## src/rtl/cmsdk_apb_window_watchdog.sv

```systemverilog
`default_nettype none
// ============================================================================
// Module   : cmsdk_apb_window_watchdog
// Purpose  : Multi-channel windowed APB watchdog. NUM_CH independent
//            down-counters share one programmable prescaler. Each channel has
//            load, control, window, raw and masked status registers, an
//            interrupt and a sticky reset request. Refreshing a channel while
//            its count is still above the window is an early-refresh
//            violation.
// Ports    : PCLK        - clock for APB and counters
//            PRESET      - asynchronous active-high reset
//            PSEL/PENABLE/PADDR/PWRITE/PWDATA - APB slave request
//            PRDATA      - registered read data, valid in the access phase
//            PREADY      - always 1
//            PSLVERR     - write blocked by the lock
//            WDOGINT     - per-channel interrupt (masked status)
//            WDOGRES     - per-channel sticky reset request
//            WDOGRES_ANY - OR of WDOGRES
// Revision : 1.0 - initial release
// ============================================================================
module cmsdk_apb_window_watchdog #(
  parameter int NUM_CH      = 4,
  parameter int CNT_WIDTH   = 32,
  parameter int PRESC_WIDTH = 8
) (
  input  logic              PCLK,
  input  logic              PRESET,
  input  logic              PSEL,
  input  logic              PENABLE,
  input  logic [11:2]       PADDR,
  input  logic              PWRITE,
  input  logic [31:0]       PWDATA,
  output logic [31:0]       PRDATA,
  output logic              PREADY,
  output logic              PSLVERR,
  output logic [NUM_CH-1:0] WDOGINT,
  output logic [NUM_CH-1:0] WDOGRES,
  output logic              WDOGRES_ANY
);

  localparam logic [31:0] c_unlock_key = 32'h1ACC_E551;
  localparam logic [9:0]  c_addr_lock  = 10'h300;  // 0xC00
  localparam logic [9:0]  c_addr_presc = 10'h301;  // 0xC04

  localparam logic [2:0] c_off_load   = 3'd0;
  localparam logic [2:0] c_off_value  = 3'd1;
  localparam logic [2:0] c_off_ctrl   = 3'd2;
  localparam logic [2:0] c_off_intclr = 3'd3;
  localparam logic [2:0] c_off_ris    = 3'd4;
  localparam logic [2:0] c_off_mis    = 3'd5;
  localparam logic [2:0] c_off_window = 3'd6;

  // CTRL bit positions
  localparam int c_inten = 0;
  localparam int c_resen = 1;
  localparam int c_winen = 2;

  // --------------------------------------------------------------------------
  // State
  // --------------------------------------------------------------------------
  logic                   r_locked;
  logic [PRESC_WIDTH-1:0] r_presc;
  logic [PRESC_WIDTH-1:0] r_presc_cnt;
  logic [CNT_WIDTH-1:0]   r_load   [NUM_CH];
  logic [CNT_WIDTH-1:0]   r_value  [NUM_CH];
  logic [CNT_WIDTH-1:0]   r_window [NUM_CH];
  logic [2:0]             r_ctrl   [NUM_CH];
  logic [NUM_CH-1:0]      r_ris;
  logic [NUM_CH-1:0]      r_res;
  logic [31:0]            r_prdata;
  logic                   r_pslverr;

  // --------------------------------------------------------------------------
  // APB decode
  // --------------------------------------------------------------------------
  logic              w_setup;
  logic              w_wr;
  logic              w_rd;
  logic              w_lock_sel;
  logic              w_presc_sel;
  logic              w_blocked;
  logic              w_wr_ok;
  logic              w_tick;
  logic [NUM_CH-1:0] w_ch_sel;
  logic [NUM_CH-1:0] w_wr_load;
  logic [NUM_CH-1:0] w_wr_ctrl;
  logic [NUM_CH-1:0] w_wr_intclr;
  logic [NUM_CH-1:0] w_wr_window;
  logic [31:0]       w_rdata;

  assign w_setup     = PSEL & ~PENABLE;
  assign w_wr        = w_setup & PWRITE;
  assign w_rd        = w_setup & ~PWRITE;
  assign w_lock_sel  = (PADDR == c_addr_lock);
  assign w_presc_sel = (PADDR == c_addr_presc);
  // Every write other than to LOCK is dropped while locked, mapped or not.
  assign w_blocked   = w_wr & r_locked & ~w_lock_sel;
  assign w_wr_ok     = w_wr & ~w_blocked;

  // Channel n occupies byte addresses n*0x20 .. n*0x20+0x1F in the low 256 bytes.
  genvar g;
  generate
    for (g = 0; g < NUM_CH; g++) begin : g_ch_decode
      assign w_ch_sel[g]    = (PADDR[11:8] == 4'd0) && (PADDR[7:5] == 3'(g));
      assign w_wr_load[g]   = w_wr_ok & w_ch_sel[g] & (PADDR[4:2] == c_off_load);
      assign w_wr_ctrl[g]   = w_wr_ok & w_ch_sel[g] & (PADDR[4:2] == c_off_ctrl);
      assign w_wr_intclr[g] = w_wr_ok & w_ch_sel[g] & (PADDR[4:2] == c_off_intclr);
      assign w_wr_window[g] = w_wr_ok & w_ch_sel[g] & (PADDR[4:2] == c_off_window);
    end
  endgenerate

  // --------------------------------------------------------------------------
  // Read mux (zero-extended to 32 bits)
  // --------------------------------------------------------------------------
  always_comb begin
    w_rdata = '0;
    if (w_lock_sel) begin
      w_rdata[0] = r_locked;
    end else if (w_presc_sel) begin
      w_rdata[PRESC_WIDTH-1:0] = r_presc;
    end
    for (int n = 0; n < NUM_CH; n++) begin
      if (w_ch_sel[n]) begin
        case (PADDR[4:2])
          c_off_load:   w_rdata[CNT_WIDTH-1:0] = r_load[n];
          c_off_value:  w_rdata[CNT_WIDTH-1:0] = r_value[n];
          c_off_ctrl:   w_rdata[2:0]           = r_ctrl[n];
          c_off_ris:    w_rdata[0]             = r_ris[n];
          c_off_mis:    w_rdata[0]             = r_ris[n] & r_ctrl[n][c_inten];
          c_off_window: w_rdata[CNT_WIDTH-1:0] = r_window[n];
          default:      w_rdata                = '0;
        endcase
      end
    end
  end

  // --------------------------------------------------------------------------
  // Bus response, lock and prescaler
  // --------------------------------------------------------------------------
  assign w_tick = (r_presc_cnt == r_presc);

  always_ff @(posedge PCLK or posedge PRESET) begin
    if (PRESET) begin
      r_prdata    <= '0;
      r_pslverr   <= 1'b0;
      r_locked    <= 1'b0;
      r_presc     <= '0;
      r_presc_cnt <= '0;
    end else begin
      // Registered in the setup phase so the data/error appear in the access
      // phase and drop back to 0 in every other cycle.
      r_prdata  <= w_rd ? w_rdata : 32'd0;
      r_pslverr <= w_blocked;

      if (w_wr && w_lock_sel) begin
        r_locked <= (PWDATA != c_unlock_key);
      end

      if (w_wr_ok && w_presc_sel) begin
        r_presc     <= PWDATA[PRESC_WIDTH-1:0];
        r_presc_cnt <= '0;
      end else if (w_tick) begin
        r_presc_cnt <= '0;
      end else begin
        r_presc_cnt <= r_presc_cnt + PRESC_WIDTH'(1);
      end
    end
  end

  // --------------------------------------------------------------------------
  // Channel counters
  // --------------------------------------------------------------------------
  always_ff @(posedge PCLK or posedge PRESET) begin
    if (PRESET) begin
      for (int n = 0; n < NUM_CH; n++) begin
        r_load[n]   <= '1;
        r_value[n]  <= '1;
        r_window[n] <= '1;
        r_ctrl[n]   <= '0;
      end
      r_ris <= '0;
      r_res <= '0;
    end else begin
      for (int n = 0; n < NUM_CH; n++) begin
        // A LOAD or INTCLR write overrides a coincident tick for this channel.
        if (w_wr_load[n]) begin
          r_load[n]  <= PWDATA[CNT_WIDTH-1:0];
          r_value[n] <= PWDATA[CNT_WIDTH-1:0];
        end else if (w_wr_intclr[n]) begin
          r_ris[n]   <= 1'b0;
          r_value[n] <= r_load[n];
          // Early refresh: the count has not yet fallen into the window.
          if (r_ctrl[n][c_winen] && r_ctrl[n][c_resen] && (r_value[n] > r_window[n])) begin
            r_res[n] <= 1'b1;
          end
        end else if (w_tick && r_ctrl[n][c_inten]) begin
          if (r_value[n] == '0) begin
            r_value[n] <= r_load[n];
            if (!r_ris[n]) begin
              r_ris[n] <= 1'b1;
            end else if (r_ctrl[n][c_resen]) begin
              r_res[n] <= 1'b1;
            end
          end else begin
            r_value[n] <= r_value[n] - CNT_WIDTH'(1);
          end
        end

        // Placed last so a CTRL write with RESEN=0 clears the request even if
        // an event would have set it on the same edge.
        if (w_wr_ctrl[n]) begin
          r_ctrl[n] <= PWDATA[2:0];
          if (!PWDATA[c_resen]) begin
            r_res[n] <= 1'b0;
          end
        end

        if (w_wr_window[n]) begin
          r_window[n] <= PWDATA[CNT_WIDTH-1:0];
        end
      end
    end
  end

  // --------------------------------------------------------------------------
  // Outputs
  // --------------------------------------------------------------------------
  generate
    for (g = 0; g < NUM_CH; g++) begin : g_int_out
      assign WDOGINT[g] = r_ris[g] & r_ctrl[g][c_inten];
    end
  endgenerate

  assign WDOGRES     = r_res;
  assign WDOGRES_ANY = |r_res;
  assign PRDATA      = r_prdata;
  assign PSLVERR     = r_pslverr;
  assign PREADY      = 1'b1;

endmodule
`default_nettype wire

```

## config.mk

```make
export PLATFORM = sky130hd
export DESIGN_NAME = cmsdk_apb_window_watchdog
export DESIGN_NICKNAME = d
export VERILOG_FILES = /design/src/rtl/cmsdk_apb_window_watchdog.sv
export SDC_FILE = /design/constraint.sdc
export NUM_CORES = 2
export LEC_CHECK = 0
export ABC_AREA = 1
export BUFFER_PORTS_ARGS = -buffer_cell sky130_fd_sc_hd__clkbuf_2
export CORE_MARGIN = 4
export CORE_UTILIZATION = 30
export CTS_CLUSTER_DIAMETER = 120
export CTS_CLUSTER_SIZE = 25
export DETAILED_ROUTE_END_ITERATION = 10
export PLACE_DENSITY = 0.52
export SETUP_SLACK_MARGIN = 0.02
export SYNTH_ARGS = -nofsm -noshare
export SYNTH_HDL_FRONTEND = slang
export SYNTH_SLANG_ARGS = --single-unit
```

## constraint.sdc

```tcl
create_clock -name PCLK -period 37.6 [get_ports PCLK]
set_clock_uncertainty 0.1 [all_clocks]
set_input_delay 3.76 -clock PCLK [delete_from_list [all_inputs] [get_ports PCLK]]
set_output_delay 3.76 -clock PCLK [all_outputs]
set_load 0.005 [all_outputs]
```

==> results.txt <==
Once the clock tree was built, the setup fixing pass inserted 0 buffers. The worst path required time was 38.06 ns; the placer's final routability congestion estimate was 0.976. The max-slew violation count was 0.

Type of the tightest min-delay check: flop to flop. The mean cell area of the mapped netlist was 7.21 µm²; the largest net degree at the start of global routing was 115. Setup repair after global routing left no endpoint under its margin.

The most common cell in the synthesized netlist is nand2_1. The wire-length estimate of the detail-placed layout is 97,500 µm. The first TritonRoute pass finished after 6 iterations. For this block, the initial DRC count from the detailed router was 3,397.

For this run, design rule violations remaining after detail routing come to 0. Counting along the longest clock path gives a buffer depth of 3. The number of antenna violations at the first check in global routing was 12; the synthesized net count was 4,272. Synthesis produced a netlist whose cell count is 4,088. In the final routed layout, each cell accounts on average for 25.0 µm.

Across the VDD grid, the largest voltage drop is 42.7 µV. The floorplan step defined a die boundary enclosing 103,000 µm². The run gives 454 as the number of sinks handled by clock tree synthesis. Relative to the synthesized area, the layout overhead comes to 8.35%.

The share of post-route cells with drive strength above 1 was 0.144. After synthesis the cells add up to 29,500 µm². The cell type with the highest occurrence count on the critical path is buf_4. After detailed routing, the number of vias per cell comes to 5.39. The async set-reset flop share out of synthesis was 1.00. The setup slack after placement is 30.16 ns. The headroom to the max-slew limit is 0.206, and the number of placed I/O pins is 90. For the leakage power summed over all cells, the log shows 14.5 nW. In the synthesized netlist the dominant register cell turns out to be dfstp_2.

The total power divided by cell area is 27.8 nW/µm². The share of synthesized area occupied by flip-flops and latches is 0.402. The total number of H-tree levels is 1. The critical path in this run is classified as input port to flop. The peak fanout along the critical path works out to 60. The initial standard-cell utilization of the core was 0.303; the number of nets with antenna violations after detailed routing was 0. The worst setup path is launched from an input port.

The worst setup path is captured at a flop. The number of rows in the core area was 114. The flow ran to the end, and the final reports show no timing, DRC or antenna violations. In this run the tool buffered the top-level ports with 88 buffer cells.

Setup violations remaining at the end of the flow were counted as 0. The final critical path time including I/O delays and setup works out to 6.96 ns. The transition time at the pin with the least slew margin was 1.18 ns. The critical path goes through clkbuf_2, nor2_1, nand2_4, inv_2, buf_4, nand3_2, buf_4, inv_2, buf_4, a21oi_2, o211ai_1, nand3_1.

For this run the aggregate overflow at the end of global routing stands at 0. The via count of the first global-routing pass was 27,200; the buffer and inverter count on the worst path was 6. The first global-routing pass estimated 195,000 µm of wire. After synthesis, the most frequently instantiated cells are nand2_1 (1,024), inv_1 (508), nor2_1 (482). By area the synthesized netlist is led by dfstp_2 (34%), nand2_1 (13%), o21ai_0 (6.6%). On the worst path, the slowest cell contributes a delay of 0.53 ns. After floorplanning, the core was sized to cover 97,100 µm². The share of the cycle needed by the critical path after routing was 0.185. Wires add up to 134,000 µm. Area share of the largest cell type after synthesis: 0.342.

TritonCTS built the clock tree. For the worst setup path, the data arrival time is 7.41 ns. The vertical die dimension works out to 321 µm.

Post-synthesis cell type with the largest combined area: dfstp_2. The Yosys step of the flow raised 0 warnings. Counting the buffers created by CTS gives 24. After clock tree synthesis, the clock-pin slew on the worst setup and hold paths is 0.11 ns.

The logs give 0.144 GHz for the achievable frequency and 30.64 ns for the setup slack of the critical path after layout. Clock tree synthesis selected as its root buffer the cell clkbuf_16. The cell family contributing the most delay on the critical path is buffers and inverters. After routing, the total negative slack on setup checks comes to 0 ns. The die boundary width was 321 µm; the count of instances resized after the clock tree is built was 0. The run gives 0 as the final number of hold-violating endpoints.

The final layout contains 4,261 nets. The total routing usage reported by global routing is 0.255, and the number of violations of the max-capacitance limit is 0. The synthesized netlist contains 52 unique library cells. Detailed routing inserted a total of 29,000 vias. The slowest stage of the critical path is the buf_4 cell. Synthesis inferred 454 register bits. The later pin in the worst-skew pair is clocked with a latency of 0.62 ns.

In this run, synthesis inferred 0 flip-flops with an integrated enable. For this design, the CTS-stage hold fixing added 0 buffers.
## placed cells by master (no fill, tap or decap), types with 3 or more instances in the layout
master     instances
nand2_2            6
nor3b_1            3
inv_1            507
nand3_2            9
nor3_2             4
buf_4             40
a21oi_1          129
nand3b_1           4
clkbuf_1          11
nand4_1           59
xor2_1            71
diode_2            7
a22oi_1           10
o21ai_0          389
nor3_1            29
inv_2              8
clkbuf_2          88
a21boi_0           3
or2_2              3
nand2_1         1023
dfstp_2          384
nor2_1           481
ha_1             137
o21a_1             4
dfrtp_1           70
o21bai_1          24
o221ai_1          26
o211ai_1          35
o22ai_1           89
o2111ai_1          3
clkinv_1           4
nor4_1            10
xnor2_1           17
a41oi_1           18
nand3_1          336
clkbuf_16         25
## worst paths after layout
path	startpoint	end	slack (ns)	depth (start not counted)
setup / recovery	PADDR[3]	r_value[45]	30.64	12
setup reg to reg	r_value[115]	r_value[96]	34.01	11
hold reg to reg	r_load[10]	r_load[10]	0.39	2
min in group asynchronous	PRESET	PRDATA[3]	3.28	2
max in group asynchronous	PRESET	r_window[17]	31.37	5
hold / removal	r_load[10]	r_load[10]	0.39	2
## metal layers
metal / global-route usage / vias to the layer above / share of wire
met3: 0.0642 / 260 / 0.096
li1: - / 13400 / -
met4: 0.116 / 10 / 0.053
met2: 0.375 / 1280 / 0.42
met5: 0 / - / 0.00049
met1: 0.351 / 14100 / 0.43
## worst reg2reg max path, cell delays in order, from the launching register on
cell and delay (ns):
dfstp_2 0.42, nor2_1 0.33, nand2_1 0.09, nor2_1 0.24, nand2_1 0.09, inv_1 0.10, nand3_1 0.46, nand2_2 0.73
clkinv_1 0.53, nand2_1 0.18, nand3_1 0.08, a21oi_1 0.16
## logic make-up (layout without fill, tap and decap cells)
logic type | after synthesis | in the layout | synth area share
compound gates | 745 | 745 | 0.145
buf+inv | 686 | 692 | 0.0909
xor+xnor | 88 | 88 | 0.0262
other cells | 1 | 8 | 0.000127
simple gates | 1977 | 1977 | 0.278
fa+ha+maj | 137 | 137 | 0.0582
flops | 454 | 454 | 0.402
## report_power, final
part	leakage [nW]	total [W]	switching [W]	internal [W]
Combinational	9.27	0.0000718	0.0000601	0.0000117
Clock	0.362	0.000324	0.000195	0.000129
Sequential	4.91	0.000492	0.000000674	0.000491
## per-stage QoR
step / total power [W] / std cells / utilization / instance area, µm² / hold WS, ns
2_1_floorplan: 0.000530 / 4088 / - / 29500 / 0.354
3_3_place_gp: 0.000570 / 5327 / 0.321 / 31200 / 0.363
3_5_place_dp: 0.000570 / 5327 / 0.321 / 31200 / 0.370
4_1_cts: 0.000891 / 5370 / 0.329 / 31900 / 0.386
5_1_grt: 0.000911 / 5370 / 0.329 / 31900 / 0.397
6_report: 0.000887 / 5377 / 0.329 / 31900 / 0.386
## cell type report
type | count | area, µm²
clock buffer | 36 | 667
tap | 1276 | 1600
fill | 10600 | 65200
inverter | 521 | 1960
multi-input combinational | 2948 | 15000
antenna | 7 | 17.5
clock inverter | 7 | 87.6
sequential | 454 | 11800
timing repair buffer | 128 | 741
## registers in the layout (all words and copies together) (netlist names)
signal,flops
PRDATA,32
PSLVERR,1
WDOGRES,4
r_ctrl,12
r_load,128
r_locked,1
r_presc,8
r_presc_cnt,8
r_ris,4
r_value,128
r_window,128
Note: power is estimated with default switching activity, not from simulation.
